`config.mk`:
```
export PLATFORM = sky130hd
export DESIGN_NAME = serial_adder
export DESIGN_NICKNAME = d
export VERILOG_FILES = /design/src/rtl/serial_adder_pkg.sv /design/src/rtl/serial_adder_chunk_adder.sv /design/src/rtl/serial_adder.sv
export SDC_FILE = /design/constraint.sdc
export NUM_CORES = 1
export LEC_CHECK = 0
export ABC_AREA = 1
export BUFFER_PORTS_ARGS = -buffer_cell sky130_fd_sc_hd__buf_4
export CORE_UTILIZATION = 42
export DETAILED_ROUTE_END_ITERATION = 6
export MAX_ROUTING_LAYER = met4
export PLACE_DENSITY = 0.72
export RECOVER_POWER = 100
export SYNTH_ARGS = -nofsm -noshare
export SYNTH_HDL_FRONTEND = slang
export SYNTH_SLANG_ARGS = --single-unit
```
`constraint.sdc`:
```
create_clock -name clk -period 1.62 [get_ports clk]
set_input_delay 0.405 -clock clk [delete_from_list [all_inputs] [get_ports clk]]
set_output_delay 0.405 -clock clk [all_outputs]
set_load 0.05 [all_outputs]
```
`src/rtl/serial_adder_pkg.sv`:
```
// Shared types and helpers for the serial adder: FSM state encoding and
// the counter-width function.
package serial_adder_pkg;

  typedef enum logic [1:0] {
    IDLE = 2'd0,
    RUN  = 2'd1,
    DONE = 2'd2
  } state_e;

  // Bits needed to count 0..n-1; never less than one bit.
  function automatic int ceil_log2(input int n);
    int r;
    r = 0;
    while ((1 << r) < n) r++;
    return (r < 1) ? 1 : r;
  endfunction

endpackage

```
`src/rtl/serial_adder_chunk_adder.sv`:
```
// chunk_adder: combinational ripple of CHUNK full-adder cells (x + y + cin).
module chunk_adder
  import serial_adder_pkg::*;
#(
  parameter int CHUNK = 1
) (
  input  logic [CHUNK-1:0] x,
  input  logic [CHUNK-1:0] y,
  input  logic             cin,
  output logic [CHUNK-1:0] s,
  output logic             cout
);

  logic c;

  always_comb begin
    c = cin;
    s = '0;
    for (int i = 0; i < CHUNK; i++) begin
      s[i] = x[i] ^ y[i] ^ c;
      c    = (x[i] & y[i]) | (c & (x[i] ^ y[i]));
    end
    cout = c;
  end

endmodule

```
`src/rtl/serial_adder.sv`:
```
// serial_adder: WIDTH-bit add, CHUNK bits per clock, LSB chunk first.
// Define SERIAL_ADDER_SUB_EN to add the sub port (a - b as a + ~b + 1).
module serial_adder
  import serial_adder_pkg::*;
#(
  parameter int WIDTH = 8,
  parameter int CHUNK = 1
) (
  input  logic             clk,
  input  logic             rst,
  input  logic             start,
  input  logic [WIDTH-1:0] a,
  input  logic [WIDTH-1:0] b,
`ifdef SERIAL_ADDER_SUB_EN
  input  logic             sub,
`endif
  output logic             busy,
  output logic             done,
  output logic [WIDTH-1:0] sum,
  output logic             carry_out
);

  localparam int NCHUNK = WIDTH / CHUNK;
  localparam int CNT_W  = ceil_log2(NCHUNK);
  localparam logic [CNT_W-1:0] LAST_CNT = CNT_W'(NCHUNK - 1);

  if (WIDTH < 1 || CHUNK < 1 || (WIDTH % CHUNK) != 0) begin : g_param_check
    $error("serial_adder: CHUNK must be >= 1 and divide WIDTH (WIDTH >= 1)");
  end

  state_e             state_q, state_d;
  logic [WIDTH-1:0]   a_sh_q, a_sh_d;
  logic [WIDTH-1:0]   b_sh_q, b_sh_d;
  logic [WIDTH-1:0]   acc_q, acc_d;
  logic               carry_q, carry_d;
  logic [CNT_W-1:0]   cnt_q, cnt_d;
  logic [WIDTH-1:0]   sum_q, sum_d;
  logic               cout_q, cout_d;

  logic               sub_sel;
  logic [CHUNK-1:0]   chunk_s;
  logic               chunk_cout;
  logic [WIDTH+CHUNK-1:0] acc_cat;
  logic [WIDTH-1:0]   acc_shifted;

`ifdef SERIAL_ADDER_SUB_EN
  assign sub_sel = sub;
`else
  assign sub_sel = 1'b0;
`endif

  chunk_adder #(.CHUNK(CHUNK)) u_chunk_adder (
    .x    (a_sh_q[CHUNK-1:0]),
    .y    (b_sh_q[CHUNK-1:0]),
    .cin  (carry_q),
    .s    (chunk_s),
    .cout (chunk_cout)
  );

  // New chunk enters at the MSB end; works for NCHUNK == 1 as well.
  assign acc_cat     = {chunk_s, acc_q};
  assign acc_shifted = acc_cat[WIDTH+CHUNK-1:CHUNK];

  always_comb begin
    state_d = state_q;
    a_sh_d  = a_sh_q;
    b_sh_d  = b_sh_q;
    acc_d   = acc_q;
    carry_d = carry_q;
    cnt_d   = cnt_q;
    sum_d   = sum_q;
    cout_d  = cout_q;
    case (state_q)
      IDLE, DONE: begin
        if (start) begin
          // b is inverted once at launch, so subtraction needs no per-chunk mux.
          a_sh_d  = a;
          b_sh_d  = sub_sel ? ~b : b;
          carry_d = sub_sel;
          acc_d   = '0;
          cnt_d   = '0;
          state_d = RUN;
        end else begin
          state_d = IDLE;
        end
      end
      RUN: begin
        a_sh_d  = a_sh_q >> CHUNK;
        b_sh_d  = b_sh_q >> CHUNK;
        acc_d   = acc_shifted;
        carry_d = chunk_cout;
        if (cnt_q == LAST_CNT) begin
          sum_d   = acc_shifted;
          cout_d  = chunk_cout;
          state_d = DONE;
        end else begin
          cnt_d = cnt_q + CNT_W'(1);
        end
      end
      default: state_d = IDLE;
    endcase
  end

  always_ff @(posedge clk or posedge rst) begin
    if (rst) begin
      state_q <= IDLE;
      a_sh_q  <= '0;
      b_sh_q  <= '0;
      acc_q   <= '0;
      carry_q <= 1'b0;
      cnt_q   <= '0;
      sum_q   <= '0;
      cout_q  <= 1'b0;
    end else begin
      state_q <= state_d;
      a_sh_q  <= a_sh_d;
      b_sh_q  <= b_sh_d;
      acc_q   <= acc_d;
      carry_q <= carry_d;
      cnt_q   <= cnt_d;
      sum_q   <= sum_d;
      cout_q  <= cout_d;
    end
  end

  assign busy      = (state_q == RUN);
  assign done      = (state_q == DONE);
  assign sum       = sum_q;
  assign carry_out = cout_q;

endmodule

```
==> results.json <==
{
  "status": "finished, final reports clean",
  "drv_slew": 0,
  "sequential_cell_area_sq_um": 953,
  "headroom_to_the_max_slew_limit": 0.387,
  "cts_tree": "built",
  "design.final.nets": 275,
  "row_count": 24,
  "drt_drc_violations_left": 0,
  "globalRouteTotalUtil": 0.161,
  "period_needed_ns": 1.57,
  "sequentialPowerShare": 0.359,
  "worst_setup_path_start_kind": "register",
  "place_hpwl_um": 2180,
  "clockRootBuffer": "clkbuf_8",
  "cpMaxStageDelayCell": "dfrtp_2",
  "worst_path_largest_cell_delay_ns": 0.47,
  "fmaxAchievable_ghz": 0.638,
  "drtIter0Drc": 112,
  "share_comb_of_total_power": 0.494,
  "timing.hold.worst.start": "b[7]",
  "power.switching_mw": 2.06,
  "nFillCells": 429,
  "gr-total-overflow": 0,
  "worst_hold_path_type": "input pin to register",
  "cts.htree.levels": 2,
  "criticalPathCategory": "register to output port",
  "pin_count_of_the_biggest_net_entering_global_routing": 39,
  "port_buffers": 29,
  "detail_route.first_pass.iterations": 4,
  "post_synth_inst_count": 220,
  "max_slew.worst_pin.slew_ns": 0.919,
  "cell_variety_after_synth": 20,
  "boundaryPins": 30,
  "diodes": 0,
  "power_density_nw_per_um2": 2080,
  "cts_buffer_depth": 2,
  "postSynthAreaPerCell_sq_um": 8.60,
  "path_clk_slew_ns": 0.07,
  "netlist_area_sq_um": 1890,
  "fp.dieH_um": 69.1,
  "p_int_mw": 2.49,
  "drive_gt1_frac": 0.224,
  "hold_viol_final": 0,
  "route.vias.total": 1392,
  "first_global_vias": 1280,
  "layout_worst_path_cycle_share": 0.968,
  "viasPerCell": 4.55,
  "grt_first_pass_wirelength_um": 5820,
  "synth_fp_nets": 242,
  "worst_hold_slack_ns": 0.323,
  "pwr-share-clk": 0.148,
  "yosys_register_bits": 38,
  "yosysSeqAreaShare": 0.502,
  "grt_setup_unrepaired": "no",
  "crit_path_cell_trace": "nor2_8 > buf_6",
  "fp.dieW_um": 69.1,
  "wirelength_um": 3280,
  "antenna_found_initial": 0,
  "crit_fanout": 10,
  "clkLatencyLatePin_ns": 0.29,
  "cts_buf_count": 5,
  "power.switching_fraction": 0.452,
  "vdd.ir_drop.worst_uv": 638,
  "route.detailed.wl_per_inst_um": 10.7,
  "timing.critical_path.buf_inv": 1,
  "setup_total_negative_slack_ns": 0,
  "postCtsHoldBufs": 0,
  "initial_standard_cell_utilization_of_the_core": 0.435,
  "crit_path_capture_type": "output port",
  "setup_viol_count_final": 0,
  "regToRegStartpoint": "state_q[0]",
  "multiInputGateArea_sq_um": 659,
  "cp.arrival_ns": 1.16,
  "leakage_nw": 1.24,
  "maxCapViolCount": 0,
  "critPathLaunch": "state_q[1]",
  "worst_clock_skew_ns": 0.00540,
  "crit_family": "flip-flops",
  "area_growth_pct": 15.4,
  "yosys_warnings": 0,
  "ant_nets": 0,
  "die_area_sq_um": 4780,
  "clkSinkCount": 38,
  "cp.required_ns": 1.21,
  "globalplace.congestion": 0.752,
  "core_area_sq_um": 4350
}
==> state kept, by name, summed over array words and instances, names as in the netlist <==
register   count
carry_q        1
carry_out      1
b_sh_q         8
cnt_q          3
acc_q          7
state_q        2
a_sh_q         8
sum            8
==> Yosys cell counts <==
| cell type | instances | share of area |
|---|---|---|
| buf_2 | 1 | 0.0026 |
| buf_4 | 1 | 0.0040 |
| buf_6 | 5 | 0.030 |
| clkbuf_1 | 1 | 0.0020 |
| dfrtp_1 | 38 | 0.50 |
| fa_1 | 1 | 0.011 |
| ha_1 | 2 | 0.013 |
| inv_1 | 40 | 0.079 |
| inv_2 | 1 | 0.0020 |
| inv_4 | 1 | 0.0033 |
| inv_6 | 1 | 0.0046 |
| nand2_1 | 74 | 0.15 |
| nand2_4 | 2 | 0.012 |
| nand2_8 | 2 | 0.021 |
| nand3_1 | 31 | 0.082 |
| nand3b_1 | 1 | 0.0040 |
| nor2_1 | 1 | 0.0020 |
| nor2_8 | 1 | 0.011 |
| o21ai_0 | 3 | 0.0079 |
| o21ai_2 | 13 | 0.060 |
==> logic make-up after synthesis <==
kind of cell    count (synthesis)  synth area share
flops                          38             0.502
compound gates                 16            0.0681
fa+ha+maj                       3            0.0238
buf+inv                        51             0.128
simple gates                  112             0.278
==> worst reg2reg max path: stages, from the launching register on <==
cell	delay (ns)
dfrtp_2	0.44
buf_4	0.16
nand2_2	0.27
nand2_8	0.20
inv_4	0.20
nand2_1	0.07
nand2_1	0.07
==> worst paths after layout <==
path | endpoint | slack (ns) | cells past startpoint
max reg2reg | a_sh_q[4] | 0.15 | 6
min | b_sh_q[7] | 0.32 | 3
max in group asynchronous | state_q[0] | 0.59 | 3
min reg2reg | b_sh_q[5] | 0.48 | 2
min in group asynchronous | b_sh_q[3] | 0.39 | 3
max | busy | 0.05 | 2
==> cells in the final DEF, fill, tap and decap left out, drive strengths merged <==
master / instances
o21ai: 16
clkinv: 1
nand3: 31
dfrtp: 38
ha: 2
nor2: 2
nand3b: 1
fa: 1
clkbuf: 18
inv: 43
buf: 23
nand2: 78
==> timing repair <==
item,in CTS,in global routing
setup endpoints to repair,2,2
setup buffers,0,2
gates resized for setup,3,1
==> layout make-up <==
cell class / count / share of cell area
clock inverters: 1 / 0.00229
multi-input cells: 131 / 0.302
repair buffers: 34 / 0.113
inverters: 43 / 0.0773
well taps: 52 / 0.0298
clock buffers: 7 / 0.0395
flip-flops and latches: 38 / 0.436
==> power groups by stage <==
stage | combinational, mW | sequential [mW] | clock, mW
2_1_floorplan | 1.61 | 1.97 | 0
3_3_place_gp | 2.33 | 1.65 | 0
3_5_place_dp | 2.38 | 1.66 | 0
4_1_cts | 2.39 | 1.65 | 0.692
5_1_grt | 2.53 | 1.69 | 0.735
6_report | 2.25 | 1.63 | 0.673
==> metal layers <==
layer  GRT usage  up-vias  routed length, um
met5           -        -                  0
met4      0.0748        0                 55
met3      0.0482        6                117
met2       0.231       20               1460
met1       0.211      633               1640
li1            -      733                  -
==> per-stage QoR <==
stage	util	instance area, sq um	setup slack, ns	std cells	power, mW
floorplan	-	1900	0.0567	220	3.59
global placement	0.489	2130	0.243	296	3.98
detailed placement	0.489	2130	0.222	296	4.03
CTS	0.511	2230	0.00817	304	4.73
global route	0.502	2180	0.00114	306	4.96
finish	0.502	2180	0.0524	306	4.55
No activity file was read; power rests on OpenSTA's default activity.
